`config.mk`:
```
export PLATFORM = sky130hd
export DESIGN_NAME = sram_controller
export DESIGN_NICKNAME = d
export VERILOG_FILES = /design/src/rtl/sram_controller.sv
export SDC_FILE = /design/constraint.sdc
export NUM_CORES = 1
export LEC_CHECK = 0
export ABC_AREA = 1
export CAP_MARGIN = 10
export CORE_MARGIN = 4
export CORE_UTILIZATION = 50
export DETAILED_ROUTE_END_ITERATION = 7
export MAX_ROUTING_LAYER = met4
export PLACE_DENSITY = 0.81
export SETUP_SLACK_MARGIN = 0.05
export SLEW_MARGIN = 10
export SYNTH_ARGS = -nofsm -noshare
export SYNTH_HDL_FRONTEND = slang
export SYNTH_SLANG_ARGS = --single-unit
```
`constraint.sdc`:
```
create_clock -name clk -period 4.4 [get_ports clk]
set_input_delay 0.88 -clock clk [delete_from_list [all_inputs] [get_ports clk]]
set_output_delay 0.88 -clock clk [all_outputs]
set_load 0.05 [all_outputs]
```
`src/rtl/sram_controller.sv`:
```
// Word-wide load/store front end for a 16-bit asynchronous SRAM.
// Each word access is split into a low and a high half-word phase.
module sram_controller #(
    parameter logic [31:0] BASE_ADDR   = 32'd1024,
    parameter int unsigned WAIT_CYCLES = 2
) (
    input  logic        clk,
    input  logic        rst,
    input  logic        wr_en,
    input  logic        rd_en,
    input  logic [31:0] address,
    input  logic [31:0] write_data,
    output logic [31:0] read_data,
    output logic        ready,
    output logic [17:0] sram_addr,
    output logic [15:0] sram_dq_out,
    output logic        sram_dq_oe,
    input  logic [15:0] sram_dq_in,
    output logic        sram_we_n
);

    typedef enum logic [1:0] {IDLE, LO, HI, DONE} state_t;

    localparam logic [3:0] LAST = 4'(WAIT_CYCLES - 1);

    state_t      state, state_nxt;
    logic [3:0]  cnt, cnt_nxt;
    logic        op_wr;
    logic [16:0] idx;
    logic [31:0] wdata;

    logic        req, accept, last;
    logic        wr_nxt, drive_nxt;
    logic [16:0] idx_in, idx_nxt;
    logic [31:0] wdata_nxt;
    logic [17:0] addr_nxt;
    logic [15:0] dq_nxt;

    assign req    = wr_en | rd_en;
    assign idx_in = 17'((address - BASE_ADDR) >> 2);
    assign last   = (cnt == LAST);

    always_comb begin
        state_nxt = state;
        cnt_nxt   = cnt;
        accept    = 1'b0;
        ready     = 1'b0;
        case (state)
            IDLE: begin
                ready = ~req;
                if (req) begin
                    accept    = 1'b1;
                    state_nxt = LO;
                    cnt_nxt   = '0;
                end
            end
            LO: begin
                if (last) begin
                    state_nxt = HI;
                    cnt_nxt   = '0;
                end else begin
                    cnt_nxt = cnt + 4'd1;
                end
            end
            HI: begin
                if (last) begin
                    state_nxt = DONE;
                    cnt_nxt   = '0;
                end else begin
                    cnt_nxt = cnt + 4'd1;
                end
            end
            DONE: begin
                ready     = 1'b1;
                state_nxt = IDLE;
            end
            default: state_nxt = IDLE;
        endcase
        if (rst) ready = 1'b1;

        // Pad outputs are registered, so they are computed from the state being entered.
        wr_nxt    = accept ? wr_en : op_wr;
        idx_nxt   = accept ? idx_in : idx;
        wdata_nxt = accept ? write_data : wdata;
        drive_nxt = wr_nxt && (state_nxt == LO || state_nxt == HI);
        addr_nxt  = sram_addr;
        dq_nxt    = sram_dq_out;
        if (state_nxt == LO) begin
            addr_nxt = {idx_nxt, 1'b0};
            dq_nxt   = wdata_nxt[15:0];
        end else if (state_nxt == HI) begin
            addr_nxt = {idx_nxt, 1'b1};
            dq_nxt   = wdata_nxt[31:16];
        end
    end

    always_ff @(posedge clk) begin
        if (rst) begin
            state       <= IDLE;
            cnt         <= '0;
            op_wr       <= 1'b0;
            idx         <= '0;
            wdata       <= '0;
            read_data   <= '0;
            sram_addr   <= '0;
            sram_dq_out <= '0;
            sram_dq_oe  <= 1'b0;
            sram_we_n   <= 1'b1;
        end else begin
            state       <= state_nxt;
            cnt         <= cnt_nxt;
            sram_addr   <= addr_nxt;
            sram_dq_out <= dq_nxt;
            sram_dq_oe  <= drive_nxt;
            sram_we_n   <= ~drive_nxt;
            if (accept) begin
                op_wr <= wr_en;
                idx   <= idx_in;
                wdata <= write_data;
            end
            if (state == LO && last && !op_wr) read_data[15:0]  <= sram_dq_in;
            if (state == HI && last && !op_wr) read_data[31:16] <= sram_dq_in;
        end
    end

endmodule

```
Yosys cells after proc, flatten, opt, wreduce, memory -nomap -nowiden --
Cells that the tools add are included.
Storage, ports and cells: register bits after elaboration 124, bits in latches 0, RAM bits 0, memory bits (read-only) 0, input port bits 84, output and inout port bits 69, logic and storage cells 55, memories kept 0
Operators by class: add/sub/neg operators 2, multiply operators 0, div/mod/pow operators 0, order comparisons 0, equal/unequal tests 7, shift operators 0, multiplexer cells 18, bitwise operators 3, reductions and logical operators 13
Operators with widths (count):
- 2-to-1 mux 18 bit | 2
- 2-to-1 mux 16 bit | 2
- 2-to-1 mux 32 bit | 1
- subtractor 19 x 11 -> 19 bit (second input constant) | 1
- 2-to-1 mux 17 bit | 1
- 2-to-1 mux 4 bit | 2
- case mux 2 bit (4 select lines) | 1
- case mux 4 bit (2 select lines) | 1
- == test 2 bit (second input constant) | 3
- 2-to-1 mux 2 bit | 3
- logical AND 1 bit | 5
- adder 4 x 1 -> 4 bit (second input constant) | 1
- == test 2 x 1 -> 1 bit (second input constant) | 2
- == test 4 x 1 -> 1 bit (second input constant) | 1
- 2-to-1 mux 1 bit | 4
- nonzero test 2 bit | 2
- OR reduction 2 bit | 2
- zero test 2 bit | 1
- != test 2 bit (second input constant) | 1
- NOT 1 bit | 2
- case mux 1 bit (2 select lines) | 1
- AND reduction 2 bit | 1
- zero test 1 bit | 1
- logical OR 1 bit | 1
- OR 1 bit | 1

Longest topological paths before layout --
word-level depth 7, gate-level depth with buffers 16, mapped depth without buffers 14

Worst setup path before layout --
Ideal clock, no wire load.
path type in2out, start point input rst, end point output ready, data arrival time 1.853 ns, required time 3.520 ns, setup slack 1.667 ns, cell stages on the path 5, buffers on the path 3, cell sequence buf_2 -> inv_1 -> buf_4 -> buf_2 -> nand2_1
Between the ends: word-level cells in the longest chain between the ends 1
Ends and longest elaborated chain:
- from (decl) | line 8 | input logic rst,
- 2-to-1 mux 1 bit | line 79 | if (rst) ready = 1'b1;
- to (decl) | line 14 | output logic ready,
Every way passes these cells.

Final worst setup path --
start point input rd_en, end point register sram_addr[17]
Between the ends: elaborated cells on any way between the ends 11, classes of those cells 2 x eq/ne; 7 x mux; 1 x bitwise; 1 x reduce/logical
RTL lines:
- from (decl) | line 10 | input logic rd_en,
- OR 1 bit * | line 39 | assign req = wr_en | rd_en;
- 2-to-1 mux 2 bit * | line 51 | if (req) begin
- case mux 2 bit (4 select lines) * | line 48 | case (state)
- via state_nxt[0] | line 26 | state_t state, state_nxt;
- == test 2 x 1 -> 1 bit / == test 2 bit (equally long branches) | line 88, 91
- 2-to-1 mux 18 bit / nonzero test 2 bit (equally long branches)
- to (signal assigned) | line 112 | sram_addr <= addr_nxt;
- to (decl) | line 15 | output logic [17:0] sram_addr,
The timed path passes the listed nets; every way through them passes the cells marked *. The select of a mux whose other input is x is not followed. A chain may end at the register's enable or synchronous reset.

==> results_dict.tcl <==
set metrics [dict create \
    status "complete, no violations" \
    hold_path_class "register to register" \
    setup-tns-final_ns 0 \
    synth.avg_cell_area_um2 7.515 \
    synthArstFlopShare_pct 0 \
    crit_type "input port to register" \
    synth_area_leaders "dfxtp_1 (50%), nand2_1 (10%), nor2_1 (8.7%), o21ai_0 (7.3%), nand3_1 (4.2%)" \
    die_w_um 107.2 \
    min_period_ns 3.202 \
    antenna_found_initial 1 \
    critPathLaunchType "input port" \
    fmax_ghz 0.3123 \
    synth.largest_area_cell "dfxtp_1" \
    hold_violations 0 \
    postPlaceCellArea_um2 6300 \
    via_per_inst 5.138 \
    portBuffers 137 \
    final.setup_skew_ns 0.009201 \
    worstSetupEndpointType "register" \
    drv_cap 0 \
    rrSetupSlack_ns 1.48 \
    synth_top_area_share_pct 50.43 \
    worstSkewPairLatency_ns 0.51 \
    min_from "idx[6]" \
    synth_warnings 0 \
    firstDrtPassIters 5 \
    seq_area_frac_synth_pct 50.43 \
    routed_wl_um 13130 \
    fin_area_um2 6905 \
    initialDrtViolationCount 224 \
    initial_utilization_pct 52.28 \
    grt_pass1_wl_um 21490 \
    cts.sinks 124 \
    min_path_cells 2 \
    rows 35 \
    synthMostInstantiatedCell "nand2_1" \
    netlist_area_um2 4922 \
    finalCritPeriodShare_pct 72.77 \
    dieArea_um2 11500 \
    drc 0 \
    worst_pin_slew_ns 0.9091 \
    cp_slowest_cell "clkinv_1" \
    synth_fp_nets 749 \
    coreArea_um2 9415 \
    worstPathMaxFanout 19 \
    clkTransAtPathRegs_ns 0.06 \
    relSlewSlack_pct 39.31 \
    ir_drop_mv 0.5600 \
    cts_made_buffers 17 \
    synth_edf_count 0 \
    cts-hold-fix-buffers 0 \
    vias 4732 \
    final_max_slew_viol_count 0 \
    p_per_area_nw_per_um2 847.4 \
    clockBufferDepth 2 \
    cts_max_level 4 \
    dpl.hpwl_um 8584 \
    yosys_most_used_dff "dfxtp_1" \
    arrival_ns 3.56 \
    ant_nets 0 \
    post_drt_wl_per_cell_um 14.26 \
    ys_seq_elements 124 \
    netlist_top_cells_count "nand2_1 (134), dfxtp_1 (124), nor2_1 (114), o21ai_0 (72)" \
    r2r-start "state[1]" \
    power_mw 5.851 \
    cts_setup_buffers 0 \
    grt_start_max_net_pins 71 \
    cpPeakStageDelay_ns 0.46 \
    r2r_cells 11 \
    rsz0062_at_grt "no" \
    fillCellCount 709 \
    cts_tree "yes" \
    io_pins 153 \
    nNetsFinal 873 \
    hold_path_end "idx[6]" \
    grt_pass1_vias 4673 \
    r2r_end "sram_addr[17]" \
    whs_ns 0.4688 \
    cts-resized-gates 0 \
    cts_root_buf "clkbuf_8" \
    critical_path_required_ns 4.76 \
    finalSetupViolations 0 \
    drive_gt1_share_pct 8.470 \
    die_height_um 107.2 \
    gp_congestion 0.8675 \
    ys_types 30 \
    area_growth_pct 40.29 \
    netlist_instances 655 \
    overflow 0 \
    grt_usage_pct 23.83 \
    power_leakage_nw 2.906 \
    crit_chain "clkdlybuf4s50_1 > nor2_2 > inv_1 > a21oi_1 > o21ai_0 > nand2_1 > inv_1 > ha_1 > o21ai_0 > clkinv_1 > nand3_1 > a21oi_1" \
]
## worst max-delay path by stage
stage	startpoint	endpoint	slack, ns	cells after the start
2_1_floorplan	rst	ready	1.67	5
3_3_place_gp	rd_en	sram_addr[17]	0.78	12
3_5_place_dp	rd_en	sram_addr[17]	0.68	12
4_1_cts	rd_en	sram_addr[17]	1.21	12
5_1_grt	rd_en	sram_addr[17]	0.83	12
6_report	rd_en	sram_addr[17]	1.20	12
## logic make-up after synthesis
| kind of cell | count (synthesis) | synth area share [%] |
|---|---|---|
| DFF | 124 | 50.43 |
| buffers and inverters | 83 | 7.194 |
| AOI/OAI and AO/OA | 120 | 12.89 |
| and+or+nand+nor | 316 | 26.59 |
| xor gates and xnor gates | 2 | 0.3559 |
| adders and majority gates | 10 | 2.542 |
## flip-flops by register name, summed over array words and instances (netlist names)
register / cells
read_data: 32
wdata: 32
sram_addr: 18
idx: 17
sram_dq_out: 16
cnt: 4
state: 2
op_wr: 1
sram_dq_oe: 1
sram_we_n: 1
## power breakdown
part           leakage (nW)  switching [mW]  internal, mW
Clock                 0.289           0.486         0.927
Sequential             1.02           0.140          1.47
Combinational          1.60            1.97         0.858
## layer usage
| metal | part of all wire, % | global-route usage [%] | wire length, um | up-vias |
|---|---|---|---|---|
| li1 | - | - | - | 2344 |
| met2 | 48 | 39.28 | 6240 | 181 |
| met4 | 1.4 | 7.397 | 182 | 0 |
| met3 | 7.5 | 7.285 | 987 | 19 |
| met1 | 44 | 27.97 | 5721 | 2188 |
| met5 | 0 | - | 0 | - |
## layout by cell type (no fill, tap or decap), types with 2 or more instances in the layout
cell / instances
a211oi_2: 2
a21oi_1: 17
a31oi_1: 4
buf_4: 5
bufinv_16: 4
clkbuf_16: 16
clkbuf_8: 2
clkdlybuf4s50_1: 135
clkinv_2: 4
clkinvlp_4: 3
dfxtp_1: 124
ha_1: 10
inv_1: 40
inv_2: 6
nand2_1: 134
nand3_1: 41
nand4_1: 3
nor2_1: 114
nor2_2: 2
o211ai_1: 2
o21ai_0: 72
o21ai_1: 20
or2_2: 19
## through the flow
step,utilization (%),setup WS (ns),instances
floorplan,-,1.667,655
detailed placement,66.91,0.6833,889
global placement,66.91,0.7807,889
finish,73.34,1.198,921
CTS,73.32,1.214,920
global route,73.34,0.8260,921
## worst max-delay path, delay by kind of cell
kind                     cells  cell delay [ns]
buffers and inverters        4             1.06
AND/OR/NAND/NOR              3             0.59
adder cells (fa/ha/maj)      1             0.45
AO/OA/AOI/OAI                4             0.59
## cell type report
| cell class | instances | area [um2] | share of cell area (%) |
|---|---|---|---|
| Clock buffer | 19 | 431.7 | 6.251 |
| Antenna cell | 1 | 2.502 | 0.03624 |
| Sequential cell | 124 | 2482 | 35.95 |
| Tap cell | 129 | 161.4 | 2.337 |
| Multi-Input combinational cell | 448 | 2086 | 30.20 |
| Inverter | 47 | 176.4 | 2.555 |
| Clock inverter | 12 | 171.4 | 2.482 |
| Timing Repair Buffer | 141 | 1394 | 20.18 |
(Power assumes the default switching activity.)
